<file path="config.mk">
export PLATFORM = sky130hd
export DESIGN_NAME = matmul_sp_writer
export DESIGN_NICKNAME = d
export VERILOG_FILES = /design/src/rtl/matmul_sp_writer.sv
export SDC_FILE = /design/constraint.sdc
export NUM_CORES = 2
export LEC_CHECK = 0
export CAP_MARGIN = 30
export CELL_PAD_IN_SITES_DETAIL_PLACEMENT = 2
export CELL_PAD_IN_SITES_GLOBAL_PLACEMENT = 2
export CORE_ASPECT_RATIO = 1.2
export CORE_MARGIN = 5
export CORE_UTILIZATION = 30
export CTS_CLUSTER_DIAMETER = 50
export DETAILED_ROUTE_END_ITERATION = 16
export MAX_ROUTING_LAYER = met4
export PLACE_DENSITY = 0.91
export SETUP_SLACK_MARGIN = 0.4
export SLEW_MARGIN = 20
export SYNTH_ARGS = -nofsm -noshare
export SYNTH_HDL_FRONTEND = slang
export SYNTH_SLANG_ARGS = --single-unit
</file>
<file path="constraint.sdc">
create_clock -name clk_i -period 25.8 [get_ports clk_i]
set_input_delay 5.16 -clock clk_i [delete_from_list [all_inputs] [get_ports clk_i]]
set_output_delay 5.16 -clock clk_i [all_outputs]
set_load 0.03 [all_outputs]
</file>
<file path="src/rtl/matmul_sp_writer.sv">
`default_nettype none
// ============================================================================
// Module      : matmul_sp_writer
// Description : Captures the one-cycle result burst from matmul_calc and
//               drains the (N+1)x(M+1) result words onto a valid/ready
//               scratchpad write port. Words go out one BUS_WIDTH word per
//               beat, to consecutive byte addresses of one selected target.
//               Optional feature macro: SP_WRITER_FLAGS_WORD_EN. When it is
//               defined, one extra beat carrying the overflow flags follows
//               the last result word.
// Revision    : 1.0 - initial release
// ============================================================================
module matmul_sp_writer #(
    parameter  int DATA_WIDTH  = 8,
    parameter  int BUS_WIDTH   = 32,
    parameter  int ADDR_WIDTH  = 16,
    parameter  int SP_NTARGETS = 2,
    localparam int MAX_DIM     = BUS_WIDTH / DATA_WIDTH,
    localparam int TSEL_W      = (SP_NTARGETS > 1) ? $clog2(SP_NTARGETS) : 1
) (
    input  logic                                 clk_i,
    input  logic                                 rst_i,
    input  logic                                 sp_write_i,
    input  logic [BUS_WIDTH*MAX_DIM*MAX_DIM-1:0] write_to_sp_i,
    input  logic [MAX_DIM*MAX_DIM-1:0]           flags_i,
    input  logic [1:0]                           dimension_N_i,
    input  logic [1:0]                           dimension_M_i,
    input  logic [ADDR_WIDTH-1:0]                sp_base_addr_i,
    input  logic [TSEL_W-1:0]                    sp_target_i,
    output logic                                 sp_wr_valid_o,
    input  logic                                 sp_wr_ready_i,
    output logic [ADDR_WIDTH-1:0]                sp_wr_addr_o,
    output logic [BUS_WIDTH-1:0]                 sp_wr_data_o,
    output logic [SP_NTARGETS-1:0]               sp_wr_sel_o,
    output logic                                 busy_o,
    output logic                                 done_o,
    output logic [MAX_DIM*MAX_DIM-1:0]           flags_o,
    output logic                                 drop_o
);

    localparam int NWORDS = MAX_DIM * MAX_DIM;
    localparam int BYTES  = BUS_WIDTH / 8;
    localparam int IDX_W  = $clog2(NWORDS + 2);
`ifdef SP_WRITER_FLAGS_WORD_EN
    localparam int FLAG_BEATS = 1;
`else
    localparam int FLAG_BEATS = 0;
`endif

    typedef enum logic [1:0] {
        IDLE  = 2'd0,
        WRITE = 2'd1,
        DONE  = 2'd2
    } state_t;

    state_t                     state;
    logic [BUS_WIDTH*NWORDS-1:0] res_q;       // captured result words
    logic [IDX_W-1:0]           idx;          // index of the beat currently presented
    logic [IDX_W-1:0]           cnt_words;    // number of result words in the burst
    logic [IDX_W-1:0]           last_cnt;     // total beats including optional flags beat
    logic [IDX_W-1:0]           next_idx;
    logic [IDX_W-1:0]           cap_words;    // word count derived from incoming dims
    logic [BUS_WIDTH-1:0]       next_data;
    int                         n_eff;
    int                         m_eff;
`ifdef SP_WRITER_FLAGS_WORD_EN
    logic [BUS_WIDTH-1:0]       flag_word;
    assign flag_word = BUS_WIDTH'(flags_o);
`endif

    assign last_cnt = cnt_words + IDX_W'(FLAG_BEATS);
    assign next_idx = idx + IDX_W'(1);

    // Clamp dimensions, size the incoming burst and pick the data for the next beat
    always_comb begin
        n_eff     = (int'(dimension_N_i) > MAX_DIM - 1) ? MAX_DIM - 1 : int'(dimension_N_i);
        m_eff     = (int'(dimension_M_i) > MAX_DIM - 1) ? MAX_DIM - 1 : int'(dimension_M_i);
        cap_words = IDX_W'((n_eff + 1) * (m_eff + 1));
        next_data = '0;
        for (int w = 0; w < NWORDS; w++) begin
            if (next_idx == IDX_W'(w)) begin
                next_data = res_q[w*BUS_WIDTH +: BUS_WIDTH];
            end
        end
`ifdef SP_WRITER_FLAGS_WORD_EN
        if (next_idx == cnt_words) begin
            next_data = flag_word;
        end
`endif
    end

    // Capture/drain state machine with registered port outputs
    always_ff @(posedge clk_i or posedge rst_i) begin
        if (rst_i) begin
            state         <= IDLE;
            res_q         <= '0;
            idx           <= '0;
            cnt_words     <= '0;
            sp_wr_valid_o <= 1'b0;
            sp_wr_addr_o  <= '0;
            sp_wr_data_o  <= '0;
            sp_wr_sel_o   <= '0;
            busy_o        <= 1'b0;
            done_o        <= 1'b0;
            flags_o       <= '0;
            drop_o        <= 1'b0;
        end else begin
            done_o <= 1'b0;
            drop_o <= 1'b0;
            case (state)
                // DONE accepts a new burst exactly like IDLE so back-to-back bursts survive
                IDLE, DONE: begin
                    if (sp_write_i) begin
                        state         <= WRITE;
                        res_q         <= write_to_sp_i;
                        flags_o       <= flags_i;
                        cnt_words     <= cap_words;
                        idx           <= '0;
                        sp_wr_valid_o <= 1'b1;
                        busy_o        <= 1'b1;
                        sp_wr_addr_o  <= sp_base_addr_i;
                        sp_wr_data_o  <= write_to_sp_i[BUS_WIDTH-1:0];
                        sp_wr_sel_o   <= SP_NTARGETS'(1) << sp_target_i;
                    end else begin
                        state <= IDLE;
                    end
                end
                WRITE: begin
                    if (sp_write_i) begin
                        drop_o <= 1'b1;
                    end
                    if (sp_wr_valid_o && sp_wr_ready_i) begin
                        if (next_idx == last_cnt) begin
                            state         <= DONE;
                            sp_wr_valid_o <= 1'b0;
                            busy_o        <= 1'b0;
                            done_o        <= 1'b1;
                        end else begin
                            idx          <= next_idx;
                            sp_wr_addr_o <= sp_wr_addr_o + ADDR_WIDTH'(BYTES);
                            sp_wr_data_o <= next_data;
                        end
                    end
                end
                default: begin
                    state <= IDLE;
                end
            endcase
        end
    end

endmodule
`default_nettype wire
</file>
==> metrics.md <==
| Metric | Value |
|---|---|
| Mapped Area | 28000 um2 |
| Largest incremental delay on the critical path | 0.83 ns |
| Worst Skew | 0.0371 ns |
| Flop2flop setup slack | 20.58 ns |
| Syn-to-layout area delta | 38.3% |
| CTS tree | done |
| Synth Area per Inst | 8.22 um2 |
| Synth Register Bits | 593 |
| Startpoint Class | primary input |
| Post-synthesis instance total | 3404 |
| Max Cap Violations | 0 |
| Commonest cells in the netlist | nand2_1 (1709), dfrtp_1 (593), clkbuf_1 (157), a21oi_1 (116), nor2_1 (100) |
| I/O Pins | 623 |
| Max Slew Vio Count | 0 |
| Clock transition at path regs | 0.06 ns |
| Max FO, Critical Path | 87 |
| Minimum clock period | 7.88 ns |
| Seq/Total Area, Yosys | 53.0% |
| Min-delay src | res_q[402] |
| Leak Pwr | 18.2 nW |
| Die X-Extent | 289 um |
| Post-route clock period utilization | 30.5% |
| Slew headroom | 26.1% |
| Crit path buf inv count | 5 |
| Initial antenna violation count | 74 |
| Final Hold Fails | 0 |
| Cell type with the largest total area after synthesis | dfrtp_1 |
| Setup TNS | 0 ns |
| Arrival @ worst endpoint | 8.44 ns |
| Post-synth EDFFs | 0 |
| DRC Markers | 0 |
| Clock latency on the worst-skew pair | 0.67 ns |
| Final wirelength | 164 mm |
| Synth warn | 0 |
| Synth Flop Type | dfrtp_1 |
| Die ar. | 99500 um2 |
| RSZ-0062 raised after global routing | false |
| Avg WL per Cell | 30.6 um |
| Number of fill cells | 10.1k |
| Critical Path Sink Type | flip-flop |
| Post-CTS sizing | 0 |
| Share of cells above drive strength 1 | 6.42% |
| Vias in the first global route | 32.3k |
| Total gr overflow | 0 |
| Hold Slack | 0.472 ns |
| Delay-heaviest family, CP | buffers and inverters |
| Yosys cell types | 92 |
| Setup violations, final | 0 |
| Hold endpoint | res_q[402] |
| Drt pass-1 iters | 5 |
| Area contributors post-synth | dfrtp_1 (53%), nand2_1 (23%), clkbuf_1 (2.1%) |
| Worst vdd ir | 0.0500 mV |
| Fin nets | 4522 |
| Footprint of the multi-input gates | 12200 um2 |
| Final GP Congestion | 0.919 |
| Routed vias/inst | 5.51 |
| Setup CP Type | in -> reg |
| First-pass GRT wire length | 229 mm |
| Async set-reset flop share out of synthesis | 100% |
| Crit-path slowest cell | buf_4 |
| Cell Chain, Critical Path | clkdlybuf4s50_1 > nor2b_4 > buf_4 > buf_4 > buf_16 > buf_4 > a221oi_1 > o21ai_1 |
| Hold WC Path Type | reg -> reg |
| H-tree lvl count | 3 |
| Area share of the leading cell type in the synthesized netlist | 53.0% |
| Hold buffers post-CTS | 0 |
| Most used cell, CP | buf_4 |
| R2R Path End | sp_wr_data_o[25] |
| Storage element area | 14800 um2 |
| Detail Route Antenna Nets | 0 |
| Post-CTS Setup Inserts | 0 |
| Iteration-0 DRC Markers | 2209 |
| Worst-margin pin slew | 1.11 ns |
| Initial Util | 30.3% |
| Core footprint | 92400 um2 |
| Clk Tree Root Cell | clkbuf_16 |
| Vias | 29.5k |
| PD cells | 133 nW/um2 |
| Cts bufs inserted | 84 |
| Core Rows | 122 |
| Sink Count | 593 |
| Syn Nets | 3970 |
| Worst reg2reg path depth | 9 |
| Cell Count Post-Placement | 5104 |
| Post-route insts no fill | 5342 |
| Count leader, synth | nand2_1 |
| CP required | 26.36 ns |
| Result of the run | complete, no violations |
| PnR Total Power | 5.13 mW |
| Worst r2r src | idx[0] |
| Die Span Y | 345 um |
| Hold Path Depth | 2 |
| Final Util | 41.9% |
| Clk buf depth | 3 |
| I/O Buffers | 622 |
| GRT Util Overall | 32.4% |
| Half-perimeter wire length after placement | 116 mm |
| Fmax | 127 MHz |
| Largest net degree at the start of global routing | 186 |
-- per-stage QoR --
stage          cell area [um2]  setup slack (ns)
2_1_floorplan            28000              4.04
3_3_place_gp             35300             17.38
3_5_place_dp             35400             17.19
4_1_cts                  38300             17.84
5_1_grt                  38700             17.80
6_report                 38700             17.92
-- kinds of logic after synthesis --
family	count (synthesis)	synth area share, %
mux	1	0.0358
buf+inv	234	3.49
xor+xnor	11	0.438
fa+ha+maj	13	0.635
simple gates	1961	27.8
flops	593	53.0
compound gates	591	14.6
-- power by group --
group	switching [mW]	leakage (nW)	total [mW]	internal, mW
sequential	0.348	7.38	1.71	1.36
clock	0.502	1.45	1.26	0.759
combinational	1.50	9.37	2.16	0.663
total	2.35	18.2	5.13	2.78
-- registers in the layout, indices dropped and copies added (netlist names), 2 cells and up --
register and cells:
idx 5, res_q 512, sp_wr_data_o 32, state 2, sp_wr_sel_o 2, cnt_words 5
flags_o 16, sp_wr_addr_o 16
-- cell type report --
type | count | share of cell area [%]
Clock inverter | 47 | 1.69
Clock buffer | 104 | 5.99
Multi-Input combinational cell | 2577 | 31.6
Sequential cell | 593 | 38.4
Tap cell | 1240 | 4.01
Antenna cell | 81 | 0.524
Inverter | 15 | 0.165
Timing Repair Buffer | 685 | 17.7
-- placed cells by master, fill, tap and decap left out, drive strengths merged, types with 6 or more instances in the layout --
cell,instances
nand2,1711
clkdlybuf4s50,622
dfrtp,593
a21oi,120
o21ai,119
nor2,107
clkbuf,104
diode,81
buf,63
o22ai,62
a22oi,49
o211ai,35
a221oi,33
nand3,33
inv,30
nor3,28
a2bb2oi,20
or3,19
a221o,18
clkinv,17
o221ai,16
a211oi,15
a31oi,14
nand2b,13
o21a,11
bufinv,11
ha,11
and3,10
and2,9
nand4,9
a32oi,9
o31ai,9
a22o,7
o2bb2ai,7
xnor2,7
o22a,6
a21o,6
nor2b,6
-- worst max-delay path by stage --
stage,start,to,slack [ns],cells after the start
CTS,sp_write_i,sp_wr_data_o[3],17.84,7
detailed placement,sp_write_i,sp_wr_data_o[3],17.19,7
global route,sp_write_i,sp_wr_data_o[3],17.80,8
finish,sp_write_i,sp_wr_data_o[3],17.92,8
global placement,sp_write_i,sp_wr_data_o[3],17.38,7
floorplan,rst_i,busy_o,4.04,1
-- metal layers --
metal  global-route usage [%]  wire length [um]  vias up
met3                     6.64             11600      428
met1                     36.0             59700    15200
met4                     21.5             12300        0
li1                         -                 -    12500
met2                     52.7             80000     1284
met5                        -                 0        -
-- worst min-delay path: cells and delay by family, from the launching register on --
family        cells  cell delay (ns)
simple gates      2             0.11
flops             1             0.33
(Power assumes the default switching activity.)
